## config.mk

```make
export PLATFORM = sky130hd
export DESIGN_NAME = steer_en_gen
export DESIGN_NICKNAME = d
export VERILOG_FILES = /design/src/rtl/steer_en_gen.sv
export SDC_FILE = /design/constraint.sdc
export NUM_CORES = 1
export LEC_CHECK = 0
export BUFFER_PORTS_ARGS = -buffer_cell sky130_fd_sc_hd__buf_2
export CAP_MARGIN = 20
export CORE_ASPECT_RATIO = 0.75
export CORE_MARGIN = 1
export CORE_UTILIZATION = 60
export CTS_CLUSTER_SIZE = 28
export DETAILED_ROUTE_END_ITERATION = 10
export GPL_TIMING_DRIVEN = 0
export HOLD_SLACK_MARGIN = 0.05
export PLACE_DENSITY = 0.82
export RECOVER_POWER = 25
export SYNTH_ARGS = -nofsm -noshare
export SYNTH_HDL_FRONTEND = slang
export SYNTH_SLANG_ARGS = --single-unit
```

## constraint.sdc

```tcl
create_clock -name clk -period 6.3 [get_ports clk]
set_input_delay 0.63 -clock clk [delete_from_list [all_inputs] [get_ports clk]]
set_output_delay 0.63 -clock clk [all_outputs]
set_load 0.02 [all_outputs]
```

## src/rtl/steer_en_gen.sv

```systemverilog
// rtl/steer_en_gen.sv - rider-detect and balance-settle steering enable generator
// Optional macro STEER_FAST_SIM_EN shortens the settle terminal count to 2^15-1.
module steer_en_gen #(
    parameter int          LD_W         = 12,
    parameter int unsigned MIN_RIDER_WT = 12'h200,
    parameter int unsigned WT_HYST      = 12'h040,
    parameter int          BAL_SHFT     = 4,
    parameter int          UNBAL_SHFT   = 2,
    parameter int          TMR_W        = 26
) (
    input  logic            clk,
    input  logic            rst_n,
    input  logic [LD_W-1:0] lft_ld,
    input  logic [LD_W-1:0] rght_ld,
    input  logic            ld_vld,
    output logic            en_steer,
    output logic            rider_off,
    output logic            tmr_busy
);

    localparam int unsigned ON_THR_I  = MIN_RIDER_WT + WT_HYST;
    localparam int unsigned OFF_THR_I = MIN_RIDER_WT - WT_HYST;
    localparam logic [LD_W:0] ON_THR  = ON_THR_I[LD_W:0];
    localparam logic [LD_W:0] OFF_THR = OFF_THR_I[LD_W:0];

    typedef enum logic [1:0] {
        ST_IDLE  = 2'd0,
        ST_WAIT  = 2'd1,
        ST_STEER = 2'd2
    } state_t;

    state_t            state_q, state_d;
    logic [TMR_W-1:0]  tmr_q, tmr_d;
    logic [LD_W-1:0]   lft_q, lft_d;
    logic [LD_W-1:0]   rght_q, rght_d;
    logic              en_steer_q, en_steer_d;
    logic              rider_off_q, rider_off_d;
    logic              tmr_busy_q, tmr_busy_d;

    logic [LD_W:0]     sum;
    logic [LD_W-1:0]   diff;
    logic              on_cond;
    logic              off_cond;
    logic              bal;
    logic              unbal;
    logic              tc_hit;

    always_comb begin
        lft_d  = lft_q;
        rght_d = rght_q;
        if (ld_vld) begin
            lft_d  = lft_ld;
            rght_d = rght_ld;
        end
    end

    // Decisions are made on the captured samples, never on the raw inputs.
    always_comb begin
        sum      = {1'b0, lft_q} + {1'b0, rght_q};
        diff     = (lft_q >= rght_q) ? (lft_q - rght_q) : (rght_q - lft_q);
        on_cond  = (sum > ON_THR);
        off_cond = (sum < OFF_THR);
        bal      = ({1'b0, diff} < (sum >> BAL_SHFT));
        unbal    = ({1'b0, diff} > (sum >> UNBAL_SHFT));
    end

`ifdef STEER_FAST_SIM_EN
    always_comb tc_hit = &tmr_q[14:0];
`else
    always_comb tc_hit = &tmr_q;
`endif

    always_comb begin
        state_d = state_q;
        tmr_d   = tmr_q;
        case (state_q)
            ST_IDLE: begin
                if (on_cond) begin
                    state_d = ST_WAIT;
                    tmr_d   = '0;
                end
            end
            ST_WAIT: begin
                if (off_cond) begin
                    state_d = ST_IDLE;
                    tmr_d   = '0;
                end else if (!bal) begin
                    tmr_d = '0;
                end else if (tc_hit) begin
                    state_d = ST_STEER;
                    tmr_d   = '0;
                end else begin
                    tmr_d = tmr_q + 1'b1;
                end
            end
            ST_STEER: begin
                if (off_cond) begin
                    state_d = ST_IDLE;
                    tmr_d   = '0;
                end else if (unbal) begin
                    state_d = ST_WAIT;
                    tmr_d   = '0;
                end
            end
            default: begin
                state_d = ST_IDLE;
                tmr_d   = '0;
            end
        endcase
    end

    // Outputs come from the next state so they line up with the state register.
    always_comb begin
        en_steer_d  = (state_d == ST_STEER);
        rider_off_d = (state_d == ST_IDLE);
        tmr_busy_d  = (state_d == ST_WAIT);
    end

    always_ff @(posedge clk or negedge rst_n) begin
        if (!rst_n) begin
            state_q     <= ST_IDLE;
            tmr_q       <= '0;
            lft_q       <= '0;
            rght_q      <= '0;
            en_steer_q  <= 1'b0;
            rider_off_q <= 1'b1;
            tmr_busy_q  <= 1'b0;
        end else begin
            state_q     <= state_d;
            tmr_q       <= tmr_d;
            lft_q       <= lft_d;
            rght_q      <= rght_d;
            en_steer_q  <= en_steer_d;
            rider_off_q <= rider_off_d;
            tmr_busy_q  <= tmr_busy_d;
        end
    end

    assign en_steer  = en_steer_q;
    assign rider_off = rider_off_q;
    assign tmr_busy  = tmr_busy_q;

endmodule

```

# [Word-level counts from Yosys, hierarchy flattened]
# Index checks and enable logic that the tools add are counted.
[word_totals] out_inout_bits=3 ff_bits=55 elab_cells=41
[classes] n_mux=15 magnitude_cmp=5 eq_ne=6 addsub=4 reduce_logical=4
[op_table] operator="26-bit two-way mux" count=6
[op_table] operator="26-bit case mux with 3 select lines" count=1
[op_table] operator="26-bit by 1-bit adder with 26-bit output, second input constant" count=1
[op_table] operator="26-bit AND reduction" count=1
[op_table] operator="12-bit subtractor" count=2
[op_table] operator="12-bit by 12-bit adder with 13-bit output" count=1
[op_table] operator="13-bit by 10-bit greater-than comparator with 1-bit output, second input constant" count=1
[op_table] operator="13-bit by 9-bit < comparator with 1-bit output, second input constant" count=1
[op_table] operator="12-bit >= comparator" count=1
[op_table] operator="12-bit by 11-bit greater-than comparator with 1-bit output" count=1
[op_table] operator="12-bit by 9-bit < comparator with 1-bit output" count=1
[op_table] operator="12-bit two-way mux" count=1
[op_table] operator="2-bit two-way mux" count=6
[op_table] operator="2-bit case mux with 3 select lines" count=1
[op_table] operator="2-bit by 1-bit == test with 1-bit output, second input constant" count=2
[op_table] operator="2-bit == test, second input constant" count=2
[op_table] operator="2-bit zero test" count=2
[op_table] operator="3-bit != test, second input constant" count=1
[op_table] operator="2-bit != test, second input constant" count=1
[op_table] operator="2-bit AND reduction" count=1

# [Longest topological paths before layout]
# Gate-level depths: netlist (run 1).
[depth] depth_word=7 ltp_mapped=24 mapped_depth_nobuf=22

# [Worst setup path after synthesis (run 1)]
# Ideal clock, no wire load.
[synth_timing] kind="reg2reg" from="reg lft_q[0]" to="reg tmr_q[24]" period_less_slack_ps=4651 stages_incl_launch_ff=20 arrival_ps=4564 n_path_buf=0 slack_ps=1649 cell_sequence="dfrtp_1 -> inv_1 -> ha_1 -> inv_1 -> fa_1 -> a21o_1 -> a21oi_1 -> a2111o_1 -> nand3_1 -> mux2i_1 -> xor2_1 -> ha_1 -> a21o_1 -> a21oi_1 -> nand2_1 -> o311a_1 -> or4_4 -> or4_4 -> or4_1 -> o211ai_1"
[synth_via] elab_chain_cells=6 elab_cells_between_ends=16
[synth_lines] element="from (decl)" line_no="34" rtl="logic [LD_W-1:0] lft_q, lft_d;"
[synth_lines] element="from (signal assigned)" line_no="131" rtl="lft_q <= lft_d;"
[synth_lines] element="12-bit subtractor / 12-bit >= comparator (equally long branches)" line_no="60" rtl="diff = (lft_q >= rght_q) ? (lft_q - rght_q) : (rght_q - lft_q);"
[synth_lines] element="12-bit two-way mux" line_no="60"
[synth_lines] element="12-bit by 9-bit < comparator with 1-bit output" line_no="63" rtl="bal = ({1'b0, diff} < (sum >> BAL_SHFT));"
[synth_lines] element="26-bit two-way mux" line_no="87" rtl="end else if (!bal) begin"
[synth_lines] element="26-bit two-way mux" line_no="84" rtl="if (off_cond) begin"
[synth_lines] element="26-bit case mux with 3 select lines" line_no="76" rtl="case (state_q)"
[synth_lines] element="to (signal assigned)" line_no="130" rtl="tmr_q <= tmr_d;"
[synth_lines] element="to (decl)" line_no="33" rtl="logic [TMR_W-1:0] tmr_q, tmr_d;"
# Parallel ways exist; a longest one is shown, timed or not.
# A chain may end at the register's enable or synchronous reset.

# [Worst setup path in the final report (run 1)]
[layout_timing] from="reg lft_q[0]" to="reg tmr_q[6]"
# Same word-level chain as after synthesis.

==> reports/results.txt, run 1 <==
Grt total ovfl - 0
Routability cong. - 0.965
Row count - 27
CTS tree - done
Layout cell share with drive strength beyond 1 - 0.0791
Final hold viol count - 0
First-pass GRT wire length - 20,500 um
DR vias - 4,578
TritonCTS Sinks - 55
Die W - 104 um
CP cell instances - inv_1 -> ha_1 -> inv_1 -> fa_1 -> a21o_1 -> a21oi_1 -> a2111o_1 -> nand3_1 -> mux2i_1 -> xor2_1 -> ha_1 -> a21o_1 -> a21oi_1 -> nand2_1 -> o311a_1 -> or4_4 -> nor4_2 -> clkbuf_1 -> nand3_1 -> a31oi_1
Antenna-violating nets left - 0
Critical setup path kind - reg -> reg
Post-synthesis net count - 655
Cts hold-fix bufs - 0
Clock Skews - 14.7 ps
Vias in the first global route - 4,222
Clk_lat worst skew - 330 ps
Area of the mapped netlist - 4710 um2
Placed cell count - 700
Leading area contributor after synthesis - dfrtp_1
DR iter-0 viols - 496
Die footprint - 8220 um2
Post-route minimum period - 5880 ps
LEAKAGE - 2.24 nW
Status - finished, violations left
Netlist cell types - 57
Switching fraction of total power - 0.438
Main area contributors after synthesis - dfrtp_1 (29%), ha_1 (15%), a31oi_1 (4.6%), o21ai_0 (4.6%), nand2_1 (4.4%)
Hold_ws - 505 ps
Antenna cell count - 0
CP Max Fanout - 10
PostCTS Resize Cnt - 0
Cell Area, Placed - 5000 um2
Deepest clock path buffer count - 2
RSZ-0062 raised after global routing - false
WL final - 12,600 um
CTS HTree Levels - 2
Seq pwr share - 0.298
Root buf cell - clkbuf_8
Top FF cell, synth - dfrtp_1
Layout area overhead - 7.80%
Max-cap violations - 1
CP Launch Type - flop
TNS Setup - 0 ps
Worst VDD drop - 0.136 mV
Synth Instances - 570
YS warnings - 0
CP max stage cell - nor4_2
Final Cycle Share - 0.934
Switching power - 583 uW
Initial core utilization - 0.631
Post-DP HPWL - 9540 um
Number of I/O port buffers - 28
Post-synth top cells - ha_1 (55), nand2_1 (55), dfrtp_1 (54), inv_1 (45), o21ai_0 (43)
Initial antenna violation count - 0
Worst path required time - 6550 ps
Clock share of power - 0.167
Finished Cell Area - 5080 um2
Yosys reg bits - 55
Pin count of the biggest net entering global routing - 33
DR vias/cell - 6.47
Nets - 691
GRT Util Overall - 0.313
# IOs - 30
Measured slew at the worst slew-check pin - 1790 ps
Worst-path clk slew - 110 ps
Post-synth top area share - 0.287
Register area share after synthesis - 0.292
Layout Cells excl Fill - 708
Number of flops mapped to enable cells by yosys - 0
Fillcell total - 631
# DRC - 0
Pint - 749 uW
Postcts setup bufs - 0
Final setup vio count - 0
Relative slew slack - -0.190
Fmax - 170 MHz
Syn Area/Cell - 8.27 um2
Core area - 7470 um2
Final number of max-transition violations - 33
CP max stage delay - 620 ps
1st-pass router iterations - 6
Logic gate share of total power - 0.534
Post-synthesis async set-or-reset flop share - 1.00
Wire per inst - 17.7 um
Worst hold path class - in -> reg
Cell Pwr Density - 262 nW/um2
Die Span Y - 78.8 um
Crit end category - flop
Failing checks - max-capacitance violations, max-slew violations
Critical path data arrival time - 6130 ps
CTS Buf Count - 5
==> sequential cells by signal, summed over array words and instances, names as in the netlist <==
register and cells:
lft_q 12, rght_q 12, tmr_q 26, state_q 2
tmr_busy 1, rider_off 1, en_steer 1
==> kinds of logic (layout without fill, tap and decap cells) <==
logic type | count (synthesis) | in the layout | share of synthesized area
fa+ha+maj | 58 | 58 | 0.159
flops | 55 | 55 | 0.292
mux | 10 | 10 | 0.0218
buf+inv | 73 | 110 | 0.0616
xor+xnor | 16 | 16 | 0.0297
compound gates | 166 | 166 | 0.227
simple gates | 192 | 192 | 0.209
==> per-stage QoR <==
stage,setup WS (ps),util,power [mW]
4_1_cts,582,0.683,1.32
2_1_floorplan,1650,-,0.918
5_1_grt,148,0.681,1.42
3_5_place_dp,622,0.670,1.09
3_3_place_gp,816,0.667,1.06
6_report,418,0.681,1.33
==> placed cells by master, fill, tap and decap left out, drive strengths merged, types with 5 or more instances in the layout <==
cell type | synthesis | final
xnor2 | 12 | 12
a21o | 6 | 6
nand2 | 56 | 56
a211oi | 13 | 13
nor2b | 5 | 5
nand2b | 10 | 10
o211ai | 10 | 10
o21ai | 44 | 44
or3 | 7 | 7
nor3 | 6 | 6
nor2 | 34 | 34
a21oi | 25 | 25
and3 | 9 | 9
nand4 | 15 | 15
clkbuf | 22 | 30
inv | 45 | 45
nor4 | 8 | 8
nand3 | 20 | 20
buf | 6 | 33
dfrtp | 54 | 54
nand3b | 11 | 11
a31oi | 35 | 35
mux2i | 8 | 8
ha | 55 | 55
==> critical path, delay by kind of cell, from the launching register on <==
family	cells	cell delay, ps
AOI/OAI and AO/OA	7	1660
xor gates and xnor gates	1	260
adders and majority gates	3	880
buffers and inverters	3	610
DFF	1	420
muxes	1	320
and+or+nand+nor	5	1610
==> power groups by stage <==
| stage | sequential [mW] | combinational [mW] | clock [mW] |
|---|---|---|---|
| after global placement | 0.402 | 0.662 | 0 |
| after CTS | 0.397 | 0.694 | 0.228 |
| after global routing | 0.401 | 0.779 | 0.237 |
| after floorplan | 0.406 | 0.512 | 0 |
| after detailed placement | 0.404 | 0.689 | 0 |
| final | 0.397 | 0.711 | 0.223 |
==> final timing paths <==
path                             from  slack [ps]  cells past startpoint        end
max reg2reg                  lft_q[0]         420                     20   tmr_q[6]
min reg2reg                  tmr_q[0]         510                      1   tmr_q[0]
max                          lft_q[0]         420                     20   tmr_q[6]
max in group asynchronous       rst_n        3470                      2   lft_q[2]
min                        rght_ld[8]         500                      3  rght_q[8]
min in group asynchronous       rst_n         550                      1  tmr_q[24]
==> cell type report <==
cell class | instances | area, um2 | area share
timing repair buffer | 29 | 143 | 0.0281
clock inverter | 2 | 16.3 | 0.00320
buffer | 28 | 121 | 0.0239
inverter | 45 | 169 | 0.0332
tap | 101 | 126 | 0.0249
multi-input combinational | 442 | 3050 | 0.599
sequential | 55 | 1380 | 0.271
clock buffer | 6 | 82.6 | 0.0162
==> metal layers <==
| layer | GRT usage | wire (um) | up-vias |
|---|---|---|---|
| met2 | 0.476 | 5310 | 232 |
| met1 | 0.465 | 6020 | 2187 |
| met5 | 0 | 0 | - |
| met4 | 0.0500 | 83 | 0 |
| li1 | - | - | 2142 |
| met3 | 0.0632 | 1140 | 17 |
No activity file was read; power rests on OpenSTA's default activity.
==> run 2, diff against run 1 <==
--- a/config.mk
+++ b/config.mk
@@ -6,14 +6,14 @@
 export NUM_CORES = 1
 export LEC_CHECK = 0
-export BUFFER_PORTS_ARGS = -buffer_cell sky130_fd_sc_hd__buf_2
 export CAP_MARGIN = 20
-export CORE_ASPECT_RATIO = 0.75
+export CORE_ASPECT_RATIO = 1.75
 export CORE_MARGIN = 1
 export CORE_UTILIZATION = 60
 export CTS_CLUSTER_SIZE = 28
 export DETAILED_ROUTE_END_ITERATION = 10
+export DONT_BUFFER_PORTS = 1
 export GPL_TIMING_DRIVEN = 0
 export HOLD_SLACK_MARGIN = 0.05
-export PLACE_DENSITY = 0.82
+export PLACE_DENSITY = 0.79
 export RECOVER_POWER = 25
 export SYNTH_ARGS = -nofsm -noshare
==> constraint.sdc (replaced) <==
create_clock -name clk -period 6.3 [get_ports clk]
set_input_delay 0 -clock clk [delete_from_list [all_inputs] [get_ports clk]]
set_output_delay 0 -clock clk [all_outputs]
set_load 0.02 [all_outputs]
==> reports/results.txt, run 2 (synthesized netlist as in run 1, its figures left out) <==
Final setup vio count - 0 (unchanged)
Pint - 809 uW (+8.0%)
Clk_lat worst skew - 300 ps (-30 ps)
Antenna-violating nets left - 0 (unchanged)
Routability cong. - 1.01 (+4.2%)
Die Span Y - 119 um (+51%)
Root buf cell - clkbuf_16
Final hold viol count - 0 (unchanged)
Layout cell share with drive strength beyond 1 - 0.0331 (-0.0460)
Register area - 1380 um2 (unchanged)
Switching fraction of total power - 0.422 (-0.0160)
Regs by FF count - tmr_q x26, lft_q x12, rght_q x12
DR vias/cell - 6.64 (+2.6%)
Crit end category - flop
Final core utilization - 0.690 (+0.00907)
Vias in the first global route - 4,739 (+12%)
Clock Skews - 7.85 ps (-6.90 ps)
CP max stage cell - clkbuf_1
# IOs - 30 (unchanged)
GRT Util Overall - 0.334 (+0.0215)
Deepest clock path buffer count - 2 (unchanged)
TritonCTS Sinks - 55 (unchanged)
DR iter-0 viols - 332 (-33%)
Cell Area, Placed - 4820 um2 (-3.5%)
WL final - 13,300 um (+6.3%)
Measured slew at the worst slew-check pin - 2940 ps (+1160 ps)
Row count - 42 (+56%)
Final Power - 1.40 mW (+5.1%)
Layout area overhead - 10.7%
RSZ-0062 raised after global routing - false
Pin count of the biggest net entering global routing - 56 (+70%)
Worst R2R End - tmr_q[19]
Fillcell total - 623 (-1.3%)
# DRC - 0 (unchanged)
CTS tree - done
Max-cap violations - 1 (unchanged)
Fmax - 177 MHz (+4.0%)
CTS Buf Count - 5 (unchanged)
TNS Setup - 0 ps (unchanged)
Number of I/O port buffers - 0 (-100%)
Min-delay src - ld_vld
Initial antenna violation count - 0 (unchanged)
Grt total ovfl - 0 (unchanged)
CP Max Fanout - 10 (unchanged)
Hold_ws - 207 ps (-298 ps)
CP max stage delay - 530 ps (-90 ps)
Worst path required time - 6530 ps (-20 ps)
Most flops, register - tmr_q
Worst VDD drop - 0.192 mV (+41%)
Relative slew slack - -0.963 (-0.773)
Wire per inst - 19.3 um (+8.8%)
Post-DP HPWL - 10,000 um (+4.8%)
Worst Hold End - lft_q[4]
Critical path data arrival time - 5880 ps (-250 ps)
CP Launch Type - flop
Worst reg2reg path depth - 20 (unchanged)
1st-pass router iterations - 5 (-1)
Failing checks - max-capacitance violations, max-slew violations
Final number of max-transition violations - 56 (+70%)
Post-route minimum period - 5660 ps (-224 ps)
Core area - 7570 um2 (+1.4%)
Setup ws final - 642 ps (+224 ps)
CP cell instances - inv_1 -> ha_1 -> inv_1 -> fa_1 -> a21o_1 -> a21oi_1 -> a2111o_1 -> nand3_1 -> mux2i_1 -> xor2_1 -> ha_1 -> a21o_1 -> a21oi_1 -> nand2_1 -> o311a_1 -> or4_4 -> nor4_2 -> clkbuf_1 -> a31oi_1 -> a31oi_1
Critical setup path kind - reg -> reg
Final Cycle Share - 0.898 (-0.0356)
Largest register FFs - 26 (unchanged)
Worst hold path class - in -> reg
Placed cell count - 658 (-6.0%)
R2r setup slk - 640 ps (+220 ps)
Hold Path Cell Cnt - 3 (unchanged)
Worst-path clk slew - 70 ps (-40 ps)
First-pass GRT wire length - 21,800 um (+6.3%)
Seq pwr share - 0.289 (-0.009)
Clock share of power - 0.199 (+0.032)
Place WS - 763 ps (+141 ps)
Status - finished, violations left
Die W - 69.0 um (-34%)
Antenna cell count - 0 (unchanged)
CTS HTree Levels - 2 (unchanged)
Cell Pwr Density - 268 nW/um2 (+2.3%)
Multi-input logic area - 3050 um2 (unchanged)
Switching power - 590 uW (+1.2%)
RR Startpoint - lft_q[0]
DR vias - 4,593 (+0.33%)
Layout Cells excl Fill - 692 (-2.3%)
Logic gate share of total power - 0.511 (-0.023)
Initial core utilization - 0.623 (-0.00846)
Die footprint - 8230 um2 (+0.12%)
Finished Cell Area - 5220 um2 (+2.7%)
Nets - 688 (-0.43%)
LEAKAGE - 2.25 nW (+0.66%)
Most frequent cells in the layout - nand2_1 (55), ha_1 (55), dfrtp_1 (54)
==> run 2: what timing repair did <==
action,4_1_cts,5_1_grt
hold buffers,26,0
hold endpoints to repair,79,0
buffers inserted,0,0
resized for setup,0,0
==> run 2: cell type report <==
type                            count  area share
Inverter                           45      0.0324
Buffer                             28      0.0233
Clock buffer                        6      0.0247
Tap cell                           88      0.0211
Clock inverter                      2     0.00240
Multi-Input combinational cell    442       0.584
Timing Repair Buffer               26      0.0487
Sequential cell                    55       0.264
==> run 2: critical path: cells and delay by family, from the launching register on <==
kind,cells,cell delay (ps)
flip-flops,1,410
multiplexers,1,280
XOR/XNOR,1,270
AO/OA/AOI/OAI,8,1670
buffers and inverters,3,670
adder cells (fa/ha/maj),3,890
AND/OR/NAND/NOR,4,1380
==> run 2: how the worst max path moves through the flow <==
stage | start | end | slack [ps] | cells after the start
after floorplan | lft_q[0] | tmr_q[24] | 1650 | 19
after global placement | lft_q[0] | tmr_q[19] | 920 | 20
after detailed placement | lft_q[0] | tmr_q[19] | 760 | 20
after global routing | lft_q[0] | tmr_q[19] | 330 | 20
after CTS | lft_q[0] | tmr_q[19] | 750 | 20
final | lft_q[0] | tmr_q[19] | 640 | 20
==> run 2: power by group through the flow <==
stage,clock (mW),sequential [mW],combinational [mW]
floorplan,0,0.406,0.512
global placement,0,0.410,0.645
detailed placement,0,0.411,0.673
CTS,0.283,0.404,0.699
global route,0.292,0.407,0.792
finish,0.278,0.405,0.715
==> run 2: per-layer routing <==
layer,vias to the layer above,wire length [um],global-route usage
met5,-,0,0
li1,2145,-,-
met3,70,430,0.0474
met2,183,7220,0.618
met1,2195,4810,0.322
met4,0,883,0.264
